===== config.mk =====
export PLATFORM = sky130hd
export DESIGN_NAME = act_skew_feeder_flat
export DESIGN_NICKNAME = d
export VERILOG_FILES = /design/src/rtl/act_skew_feeder_pkg.sv /design/src/rtl/act_skew_feeder_if.sv /design/src/rtl/act_skew_feeder_skew_delay_line.sv /design/src/rtl/act_skew_feeder.sv /design/src/flat_wrapper.sv
export SDC_FILE = /design/constraint.sdc
export NUM_CORES = 1
export LEC_CHECK = 0
export CORE_UTILIZATION = 40
export DETAILED_ROUTE_END_ITERATION = 8
export DONT_BUFFER_PORTS = 1
export GPL_ROUTABILITY_DRIVEN = 0
export PLACE_DENSITY = 0.62
export SYNTH_ARGS = -nofsm -noshare
export SYNTH_HDL_FRONTEND = slang
export SYNTH_HIERARCHICAL = 1
export SYNTH_SLANG_ARGS = --single-unit
export TNS_END_PERCENT = 100

===== constraint.sdc =====
create_clock -name clk -period 2.61 [get_ports clk]
set_clock_uncertainty 0.2 [all_clocks]
set_input_delay 0.1305 -clock clk [delete_from_list [all_inputs] [get_ports clk]]
set_output_delay 0.1305 -clock clk [all_outputs]
set_load 0.02 [all_outputs]

===== src/rtl/act_skew_feeder_pkg.sv =====
// Shared constants, FSM encoding and drain-length helper for the activation skew feeder.
// Reused by the downstream output collector so both agree on the drain length.
package act_skew_feeder_pkg;

    localparam int ARRAY_ROW  = 12;
    localparam int ARRAY_COL  = 16;
    localparam int DATA_WIDTH = 8;

    typedef enum logic [1:0] {
        FEEDER_IDLE   = 2'd0,
        FEEDER_STREAM = 2'd1,
        FEEDER_DRAIN  = 2'd2
    } feeder_state_e;

    // Zeros needed so the last wavefront reaches the bottom row and leaves the last column.
    function automatic int feeder_drain_len(input int rows, input int cols);
        return rows + cols - 1;
    endfunction

endpackage


===== src/rtl/act_skew_feeder_if.sv =====
// Stream-in / array-out bundle of the activation skew feeder.
// Perf counter ports exist only when FEEDER_PERF_CNT_EN is defined.
interface act_skew_feeder_if #(
    parameter int ROWS = 12,
    parameter int DW   = 8
);
    logic               s_valid;
    logic               s_ready;
    logic [ROWS*DW-1:0] s_act_vec;
    logic               s_last;
    logic               en_compute;
    logic [ROWS*DW-1:0] out_act_vec;
    logic               busy;
    logic               done;
`ifdef FEEDER_PERF_CNT_EN
    logic [31:0]        perf_beats;
    logic [31:0]        perf_stalls;
`endif

    modport master (
        output s_valid, s_act_vec, s_last,
        input  s_ready, en_compute, out_act_vec, busy, done
`ifdef FEEDER_PERF_CNT_EN
        , input perf_beats, perf_stalls
`endif
    );

    modport slave (
        input  s_valid, s_act_vec, s_last,
        output s_ready, en_compute, out_act_vec, busy, done
`ifdef FEEDER_PERF_CNT_EN
        , output perf_beats, perf_stalls
`endif
    );

endinterface


===== src/rtl/act_skew_feeder_skew_delay_line.sv =====
// skew_delay_line: DEPTH-stage enabled shift register; one instance per activation row.
module skew_delay_line #(
    parameter int DEPTH = 1,
    parameter int DW    = 8
) (
    input  logic          clk,
    input  logic          rst_n,
    input  logic          en,
    input  logic [DW-1:0] din,
    output logic [DW-1:0] dout
);

    logic [DW-1:0] stage_q [DEPTH];

    // NOTE: these are flops, not a RAM; each stage is reset so the array sees a clean zero wavefront.
    always_ff @(posedge clk or negedge rst_n) begin
        if (!rst_n) begin
            for (int i = 0; i < DEPTH; i++) stage_q[i] <= '0;
        end else if (en) begin
            stage_q[0] <= din;
            for (int i = 1; i < DEPTH; i++) stage_q[i] <= stage_q[i-1];
        end
    end

    assign dout = stage_q[DEPTH-1];

endmodule


===== src/rtl/act_skew_feeder.sv =====
// Activation skew feeder: delays row r by r+1 advances, drives en_compute, drains zeros after s_last.
// Optional perf counters (perf_beats, perf_stalls) under FEEDER_PERF_CNT_EN.
module act_skew_feeder
    import act_skew_feeder_pkg::*;
#(
    parameter int ROWS = ARRAY_ROW,
    parameter int COLS = ARRAY_COL,
    parameter int DW   = DATA_WIDTH
) (
    input logic              clk,
    input logic              rst_n,
    act_skew_feeder_if.slave bus
);

    localparam int DRAIN_LEN = feeder_drain_len(ROWS, COLS);
    localparam int CNT_W     = $clog2(DRAIN_LEN + 1);

    feeder_state_e      state_q;
    logic [CNT_W-1:0]   drain_cnt_q;
    logic               en_compute_q;
    logic               done_q;
    logic               in_drain;
    logic               accept;
    logic               advance;
    logic               drain_end;
    logic [ROWS*DW-1:0] row_in;
    logic [ROWS*DW-1:0] row_out;

    assign in_drain  = (state_q == FEEDER_DRAIN);
    assign accept    = bus.s_valid && !in_drain;
    assign advance   = accept || in_drain;
    assign drain_end = in_drain && (drain_cnt_q == CNT_W'(DRAIN_LEN - 1));
    // Bubbles freeze the lines; zeros enter only while draining.
    assign row_in    = in_drain ? '0 : bus.s_act_vec;

    always_ff @(posedge clk or negedge rst_n) begin
        if (!rst_n) begin
            state_q      <= FEEDER_IDLE;
            drain_cnt_q  <= '0;
            en_compute_q <= 1'b0;
            done_q       <= 1'b0;
        end else begin
            en_compute_q <= advance;
            done_q       <= drain_end;
            case (state_q)
                FEEDER_IDLE: begin
                    if (accept) state_q <= bus.s_last ? FEEDER_DRAIN : FEEDER_STREAM;
                end
                FEEDER_STREAM: begin
                    if (accept && bus.s_last) state_q <= FEEDER_DRAIN;
                end
                FEEDER_DRAIN: begin
                    if (drain_end) begin
                        state_q     <= FEEDER_IDLE;
                        drain_cnt_q <= '0;
                    end else begin
                        drain_cnt_q <= drain_cnt_q + 1'b1;
                    end
                end
                default: state_q <= FEEDER_IDLE;
            endcase
        end
    end

    for (genvar r = 0; r < ROWS; r++) begin : g_row
        skew_delay_line #(.DEPTH(r + 1), .DW(DW)) u_line (
            .clk  (clk),
            .rst_n(rst_n),
            .en   (advance),
            .din  (row_in[r*DW +: DW]),
            .dout (row_out[r*DW +: DW])
        );
    end

    assign bus.s_ready     = !in_drain;
    assign bus.en_compute  = en_compute_q;
    assign bus.out_act_vec = row_out;
    assign bus.busy        = (state_q != FEEDER_IDLE);
    assign bus.done        = done_q;

`ifdef FEEDER_PERF_CNT_EN
    logic [31:0] perf_beats_q;
    logic [31:0] perf_stalls_q;

    always_ff @(posedge clk or negedge rst_n) begin
        if (!rst_n) begin
            perf_beats_q  <= '0;
            perf_stalls_q <= '0;
        end else begin
            if (accept) perf_beats_q <= perf_beats_q + 32'd1;
            if ((state_q == FEEDER_STREAM) && !bus.s_valid) perf_stalls_q <= perf_stalls_q + 32'd1;
        end
    end

    assign bus.perf_beats  = perf_beats_q;
    assign bus.perf_stalls = perf_stalls_q;
`endif

endmodule


===== src/flat_wrapper.sv =====
// flat-port wrapper written by rule: the top's interface ports become plain ports
module act_skew_feeder_flat import act_skew_feeder_pkg::*;
#(
    parameter int ROWS = ARRAY_ROW,
    parameter int COLS = ARRAY_COL,
    parameter int DW   = DATA_WIDTH
)
  (clk, rst_n, bus_s_valid, bus_s_act_vec, bus_s_last, bus_s_ready, bus_en_compute, bus_out_act_vec, bus_busy, bus_done);
  act_skew_feeder_if #(.ROWS(ROWS), .DW(DW)) bus_i ();
  input logic clk;
  input logic rst_n;
  input wire logic [$bits(bus_i.s_valid)-1:0] bus_s_valid;
  input wire logic [$bits(bus_i.s_act_vec)-1:0] bus_s_act_vec;
  input wire logic [$bits(bus_i.s_last)-1:0] bus_s_last;
  output wire logic [$bits(bus_i.s_ready)-1:0] bus_s_ready;
  output wire logic [$bits(bus_i.en_compute)-1:0] bus_en_compute;
  output wire logic [$bits(bus_i.out_act_vec)-1:0] bus_out_act_vec;
  output wire logic [$bits(bus_i.busy)-1:0] bus_busy;
  output wire logic [$bits(bus_i.done)-1:0] bus_done;
  assign bus_i.s_valid = bus_s_valid;
  assign bus_i.s_act_vec = bus_s_act_vec;
  assign bus_i.s_last = bus_s_last;
  assign bus_s_ready = bus_i.s_ready;
  assign bus_en_compute = bus_i.en_compute;
  assign bus_out_act_vec = bus_i.out_act_vec;
  assign bus_busy = bus_i.busy;
  assign bus_done = bus_i.done;
  act_skew_feeder #(.ROWS(ROWS), .COLS(COLS), .DW(DW)) u_core (.clk(clk), .rst_n(rst_n), .bus(bus_i));
endmodule

# Word level (Yosys, flattened, before mapping)
# Cells that the tools add are included.
classes:
  add_sub_neg: 1
  n_mul: 0
  n_div: 0
  n_lt_le_gt_ge: 0
  n_eq_ne: 6
  shift: 0
  n_mux: 7
  n_bitwise: 0
  reduce_logical: 8
ops:
  columns: ["operator", "n"]
  rows:
  - ["2-to-1 mux 96 bit", 1]
  - ["2-to-1 mux 2 bit", 4]
  - ["one-hot mux 2 bit (3 select lines)", 1]
  - ["adder 5 x 1 -> 5 bit, second input constant", 1]
  - ["== test 5 bit, second input constant", 1]
  - ["2-to-1 mux 5 bit", 1]
  - ["inequality test 2 x 1 -> 1 bit, second input constant", 2]
  - ["logical AND 1 bit", 3]
  - ["AND reduction 3 bit", 1]
  - ["== test 2 x 1 -> 1 bit, second input constant", 1]
  - ["== test 2 bit, second input constant", 1]
  - ["zero test 2 bit", 1]
  - ["inequality test 2 bit, second input constant", 1]
  - ["nonzero test 2 bit", 1]
  - ["zero test 1 bit", 1]
  - ["logical OR 1 bit", 1]
totals:
  regBits: 633
  latchBits: 0
  ramBits: 0
  rom_bits: 0
  elab_cells: 104
  memories: 0

# Depth between registers and ports, before layout
# Gate-level depths: netlist of run 1.
logic_depth:
  word_depth: 6
  ltp_mapped: 7

# Cells and area by module
# Netlist of run 1, hierarchy kept.
by_module_without_submodules:
  columns: ["mod", "instances", "cells_each", "area_each_um2", "seq_area_each_um2"]
  rows:
  - ["skew_delay_line (u_core.g_row[11].u_line)", 1, 211, 3824.9, 2402.3]
  - ["skew_delay_line (u_core.g_row[9].u_line)", 1, 177, 3434.5, 2001.9]
  - ["skew_delay_line (u_core.g_row[10].u_line)", 1, 194, 3403.3, 2202.1]
  - ["skew_delay_line (u_core.g_row[8].u_line)", 1, 160, 3086.7, 1801.7]
  - ["skew_delay_line (u_core.g_row[7].u_line)", 1, 143, 2738.9, 1601.5]
  - ["skew_delay_line (u_core.g_row[6].u_line)", 1, 126, 2303.5, 1401.3]
  - ["skew_delay_line (u_core.g_row[5].u_line)", 1, 109, 1920.6, 1201.2]
  - ["skew_delay_line (u_core.g_row[4].u_line)", 1, 92, 1556.5, 1001.0]
  - ["skew_delay_line (u_core.g_row[3].u_line)", 1, 76, 1405.1, 800.8]
  - ["act_skew_feeder", 1, 150, 1067.3, 225.2]
  - ["skew_delay_line (u_core.g_row[2].u_line)", 1, 59, 1057.3, 600.6]
  - ["skew_delay_line (u_core.g_row[1].u_line)", 1, 42, 709.4, 400.4]
  - ["skew_delay_line (u_core.g_row[0].u_line)", 1, 17, 331.6, 200.2]

# Least setup slack after synthesis of run 1
# No wires, ideal clock.
synth_path:
  kind: "reg-to-reg"
  startpoint: "register u_core.state_q[0]"
  endpoint: "register u_core.g_row[10].u_line.stage_q (netlist bit u_core/g_row[10].u_line/dout[0])"
  arrival_time_ns: 2.083
  t_required_ns: 2.285
  slack_ns: 0.202
  path_stages_with_launch: 8
  n_path_buf: 4
  period_less_slack_ns: 2.408
  cell_sequence: "dfrtp_1 -> nand2b_1 -> buf_2 -> nand2b_1 -> buf_6 -> buf_6 -> buf_6 -> mux2_4"
synth_between:
  elab_chain_len: 4
synth_rtl:
  columns: ["element", "line_no", "rtl"]
  rows:
  - ["from (decl)", "act_skew_feeder.sv:18", "feeder_state_e state_q;"]
  - ["from (signal assigned)", "act_skew_feeder.sv:47", "if (accept) state_q <= bus.s_last ? FEEDER_DRAIN : FEEDER_STREAM;"]
  - ["== test 2 bit (*)", "act_skew_feeder.sv:29", "assign in_drain = (state_q == FEEDER_DRAIN);"]
  - ["zero test 1 bit", "act_skew_feeder.sv:30", "assign accept = bus.s_valid && !in_drain;"]
  - ["logical AND 1 bit", "act_skew_feeder.sv:30", null]
  - ["logical OR 1 bit (*)", "act_skew_feeder.sv:31", "assign advance = accept || in_drain;"]
  - ["named net u_core.advance", "act_skew_feeder.sv:24", "logic advance;"]
  - ["to (decl)", "act_skew_feeder_skew_delay_line.sv:13", "logic [DW-1:0] stage_q [DEPTH];"]
# Mark *: on every way through the listed nets, which the timed path passes. The rest lies on a longest branch.
# A chain may end at the register's enable or synchronous reset.

# Worst setup path after layout of run 1
layout_path:
  startpoint: "register u_core.state_q[0]"
  endpoint: "register u_core/g_row[8].u_line/stage_q[21] (netlist bit)"
layout_between:
  elab_chain_len: 4
layout_rtl:
  columns: ["element", "line_no"]
  rows:
  - ["== test 2 bit (*)", "act_skew_feeder.sv:29"]
  - ["zero test 1 bit", "act_skew_feeder.sv:30"]
  - ["logical AND 1 bit", "act_skew_feeder.sv:30"]
  - ["logical OR 1 bit (*)", "act_skew_feeder.sv:31"]
  - ["named net u_core.advance", "act_skew_feeder.sv:24"]
  - ["to (decl)", "act_skew_feeder_skew_delay_line.sv:13"]
# Marks and branches as above.

==> impl_metrics.ini, run 1 <==
[clocking]
clk_path_buf_depth = 3
post-cts-setup-buffers = 0
clockRootBuffer = clkbuf_16
path_clk_slew_ps = 60
cts_tree = done
cts_resized = 0
htreeDepth = 3
ctsHoldBuffers = 99
numCtsBuffers = 70
clock_latency_ps = 580
cts_sinks = 633

[min_path]
min_path_type = in2async

[cells_and_area]
multi_input_area_mm2 = 0.00933
diodes = 0
drive_above_1_share = 0.466
layout.nets = 1680
final_cells = 2495
register_area_mm2 = 0.0158
finalInstanceArea_mm2 = 0.0298
fill_cells = 5707
fin_util = 0.451
area_growth_pct = 11.1

[logic_synthesis]
yosys.area.top_type = dfrtp_1
synth_edf_count = 0
ys.flop_type = dfrtp_1
synth_area_leaders = dfrtp_1 59%, mux2_4 22%, mux2_2 9.5%, buf_4 2.5%, buf_12 2.3%
netlist.area_leader.share = 0.590
synth_area_mm2 = 0.0268
syn_inst = 1556
syn_avg_cell_area_um2 = 17.2
yosysMostFrequentCell = dfrtp_1
ys.warnings.count = 6
yosysUniqueCellTypes = 26
synth_nets = 1658
synth_seq_area_share = 0.590
synth_commonest_cells = 633 x dfrtp_1, 398 x mux2_4, 226 x mux2_2, 96 x and2_1, 88 x buf_4
yosys_register_bits = 633
async_flop_share = 1.00

[sta]
tightest_slew_ps = 2750
slew_headroom = -0.830
slew_violations = 324
fin_hold_ws_ps = -939
rsz0062_at_grt = false
fin_setup_tns_ps = 0
finalCritPeriodShare = 0.796
setup_viol = 0
fin_crit_ps = 2080
worst_slack_ps = 534
final-hold-violation-count = 633
fmax_mhz = 482

[drt]
dr.pass1.iters = 8
wirelength_um = 39800
drc_errors = 9
ant_nets = 0
wl_per_cell_um = 16.0
drt-initial-drc-count = 570
vias = 11592
viasPerCell = 4.65

[global_route]
antenna_found_initial = 0
grt_max_degree = 634
grt_pass1_vias = 12308
grt_pass1_wl_um = 66000
grt.total_usage = 0.118
overflow = 0

[worst_setup_path]
cpPeakStageDelay_ps = 410
path_cells = nand2b_4, nand2b_4, buf_12, buf_12, mux2_2
critPathCaptureType = flop
crit_path_max_fanout = 59
r2r-start = u_core/state_q[0]
worstPathArrival_ps = 2330
criticalPathCategory = reg2reg
ff2ff_path_depth = 5
cpMaxStageDelayCell = dfrtp_1
worstSetupStartpointType = flop
ff2ff_setup_slack_ps = 530
worstPathRequired_ps = 2870
path_buf_inv = 2
r2r_end = u_core/g_row[8].u_line/stage_q[21]
critPathTopFamily = buffers and inverters

[pwr]
powerDensity_mw_per_mm2 = 1280
irDropWorstVdd_mv = 0.603
p_leak_nw = 14.3

[floorplanning]
ioPinCount = 200
start_util = 0.406
dieArea_mm2 = 0.0681
die_x_um = 261
rows = 94
fp.dieH_um = 261
core_mm2 = 0.0661

[flow_run]
max-cap-violations = 0

[place]
place_hpwl_um = 21900
place_area_mm2 = 0.0266
dp_worst_setup_slack_ps = 535
placed_cells = 2271
port_buffers = 0

[outcome]
violations = DRC, hold timing, slew limit
status = finished with violations
## worst register-to-register path, delay by kind of cell (launching register included)
family	cells	cell delay (ps)
and+or+nand+nor	2	290
DFF	1	410
buffers and inverters	2	630
muxes	1	440
## layout by cell type (no fill, tap or decap), drive strengths merged, types with 2 or more instances in the layout
cell	n
dfrtp	633
nand3b	2
nand2b	2
ha	2
bufinv	5
dlygate4sd3	99
and2	96
o21ai	7
nand3	4
inv	7
buf	20
clkbuf	92
nand2	6
mux2	624
clkinv	17
clkinvlp	6
nor2	2
## where the power goes
group	switching, W	internal [W]	leakage [nW]	total (W)
clock network	0.00391	0.00574	1.11	0.00965
registers	0.00360	0.0145	7.86	0.0181
logic	0.00308	0.00740	5.35	0.0105
## layout make-up
class                   instances  share of cell area
flip-flops and latches        633               0.531
multi-input cells             752               0.313
clock buffers                  92              0.0646
repair buffers                119              0.0433
well taps                     864              0.0362
clock inverters                33              0.0117
inverters                       2            0.000252
## sequential cells by signal, indices dropped and copies added, names as in the netlist
register and cells:
u_core/bus.done 1, u_core/bus.en_compute 1, u_core/drain_cnt_q 5, u_core/g_row.u_line/dout 96, u_core/g_row.u_line/stage_q 528, u_core/state_q 2
## metal layers
layer  vias to the layer above  GRT usage  part of all wire
li1                       5347          -                 -
met1                      5998      0.166              0.47
met2                       177      0.171              0.45
met3                        70     0.0326             0.053
met4                         0     0.0459             0.026
met5                         -          0                 0
## cells by family after synthesis
kind of cell,Yosys count,share of synthesized area
AO/OA/AOI/OAI,10,0.00224
adder cells (fa/ha/maj),2,0.000932
buffers and inverters,171,0.0629
flip-flops,633,0.590
multiplexers,624,0.317
AND/OR/NAND/NOR,116,0.0263
## how the worst max path moves through the flow
stage | cells after the start | start | endpoint | slack (ps)
CTS | 5 | u_core/state_q[0] | u_core/g_row[1].u_line/stage_q[15] | 520
finish | 5 | u_core/state_q[0] | u_core/g_row[8].u_line/stage_q[21] | 530
global placement | 5 | u_core/state_q[0] | u_core/g_row[8].u_line/stage_q[21] | 590
global route | 5 | u_core/state_q[1] | u_core/g_row[1].u_line/stage_q[15] | 440
detailed placement | 5 | u_core/state_q[0] | u_core/g_row[1].u_line/stage_q[15] | 540
floorplan | 7 | u_core/state_q[0] | u_core/g_row[10].u_line/dout[0] | 200
## through the flow
stage | hold WS [ps] | power [W]
2_1_floorplan | -365 | 0.0281
3_3_place_gp | -331 | 0.0282
3_5_place_dp | -331 | 0.0287
4_1_cts | -986 | 0.0388
5_1_grt | -995 | 0.0404
6_report | -939 | 0.0382
No activity file was read; power rests on OpenSTA's default activity.
==> run 2, diff against run 1 <==
Settings changed: PLACE_DENSITY 0.62 to 0.64.
Clock period 2.61 ns to 1.7 ns, I/O delays scaled along.
==> impl_metrics.ini, run 2 (synthesis gave the netlist of run 1 again) <==
[clocking]
ctsHoldBuffers = 99
htreeDepth = 3
clock_latency_ps = 590
cts_tree = done
path_clk_slew_ps = 60
numCtsBuffers = 71
clockRootBuffer = clkbuf_16
clk_path_buf_depth = 3
cts_sinks = 633

[worst_setup_path]
path_cells = nand2b_4, nand2b_4, buf_12, buf_12, buf_12, clkbuf_16, mux2_4
cpMaxStageDelayCell = dfrtp_1
critPathCaptureType = flop
worstPathRequired_ps = 1980
crit_path_max_fanout = 11
cpMostUsedCell = buf_12
path_buf_inv = 4
criticalPathCategory = reg2reg
cpPeakStageDelay_ps = 380
worstPathArrival_ps = 2130
ff2ff_setup_slack_ps = -150
worstSetupStartpointType = flop
critPathTopFamily = buffers and inverters

[pwr]
powerDensity_mw_per_mm2 = 1970
p_leak_nw = 15.6
irDropWorstVdd_mv = 1.01

[global_route]
grt.met2_usage = 0.189
grt_max_degree = 634
grtUsageMet1 = 0.167
grt-busiest-layer = met2
grt_pass1_wl_um = 69200
grt.total_usage = 0.125
overflow = 0
grt_pass1_vias = 12805
use_met3 = 0.0425
antenna_found_initial = 5

[drt]
wirelength_um = 45500
drc_errors = 10
drt-initial-drc-count = 602
wl_per_cell_um = 17.5
vias = 12236
dr.pass1.iters = 8
viasPerCell = 4.70
ant_nets = 0

[outcome]
violations = DRC, hold timing, slew limit, setup timing
status = finished with violations

[cells_and_area]
fin_util = 0.485
final_common_cell = dfrtp_1
max_flop_register = u_core/g_row.u_line/stage_q
area_growth_pct = 19.4
drive_above_1_share = 0.496
largest_reg_flops = 528
layout.nets = 1781
most-common-layout-cells = 633 x dfrtp_1, 473 x mux2_4, 151 x mux2_2
finalInstanceArea_mm2 = 0.0320
final_cells = 2603

[min_path]
min_path_type = in2async

[sta]
fmax_mhz = 540
tightest_slew_ps = 2420
rsz0062_at_grt = true
final-hold-violation-count = 633
worst_slack_ps = -153
slew_violations = 271
setup_viol = 579
fin_hold_ws_ps = -992
slew_headroom = -0.611
finalCritPeriodShare = 1.09
fin_crit_ps = 1850

[floorplanning]
rows = 94
core_mm2 = 0.0661
start_util = 0.406
fp.dieH_um = 261
ioPinCount = 200
die_x_um = 261
dieArea_mm2 = 0.0681

[place]
dp_worst_setup_slack_ps = -185
port_buffers = 0
placed_cells = 2301
place_area_mm2 = 0.0269
place_hpwl_um = 24000

[flow_run]
max-cap-violations = 0
## run 2: changes by cell type in the layout (fill, tap and decap cells not counted), moves of 4 or more
cell,previous run,this run
buf_6,0,21
mux2_4,398,473
buf_4,8,24
clkbuf_16,71,93
buf_8,0,8
buf_16,0,20
clkinvlp_4,6,2
clkbuf_1,14,18
mux2_2,226,151
buf_12,12,25
## run 2: cell type report
type	instances	area [um^2]
repair buffers	219	3130
flip-flops and latches	633	15800
diodes	2	5.00
clock buffers	99	1980
inverters	2	7.51
clock inverters	32	390
well taps	864	1080
multi-input cells	752	9610
fillers	5469	34100
## run 2: final timing paths
| check | from | endpoint | depth (start not counted) |
|---|---|---|---|
| setup / recovery | u_core/state_q[0] | u_core/g_row[3].u_line/stage_q[30] | 7 |
| hold reg to reg | u_core/g_row[10].u_line/stage_q[12] | u_core/g_row[10].u_line/dout[4] | 1 |
| min in group clk | bus_s_act_vec[39] | u_core/g_row[4].u_line/stage_q[39] | 3 |
| setup reg to reg | u_core/state_q[0] | u_core/g_row[3].u_line/stage_q[30] | 7 |
| hold / removal | rst_n | u_core/g_row[5].u_line/stage_q[21] | 0 |
| max in group asynchronous | rst_n | u_core/g_row[7].u_line/stage_q[55] | 0 |
## run 2: layer usage
metal / up-vias / wire (um)
met5: - / 34
met4: 4 / 1210
met3: 90 / 2390
met2: 194 / 20900
met1: 6380 / 21000
li1: 5568 / -
## run 2: power by group
group	leakage, nW	switching (W)	internal (W)
logic	6.58	0.00564	0.0142
registers	7.86	0.00573	0.0222
clock network	1.16	0.00621	0.00916
total	15.6	0.0176	0.0456
## run 2: worst reg2reg max path, cell delays in order, from the launching register on
cell and delay (ps):
dfrtp_1 380, nand2b_4 160, nand2b_4 110, buf_12 150, buf_12 120, buf_12 130
clkbuf_16 180, mux2_4 310
## run 2: timing repair
| action | in CTS | in global routing |
|---|---|---|
| setup endpoints to repair | 604 | 606 |
| endpoints found under the hold margin | 757 | 633 |
| gates resized for setup | 26 | 117 |
| pin swaps | 1 | 0 |
| setup buffers | 13 | 23 |
| gates cloned | 7 | 30 |
## run 2: metrics by stage
stage | TNS [ps] | power, W
2_1_floorplan | -84590 | 0.0433
3_5_place_dp | -55860 | 0.0449
3_3_place_gp | -51020 | 0.0439
6_report | -54650 | 0.0632
4_1_cts | -72870 | 0.0617
5_1_grt | -89280 | 0.0666
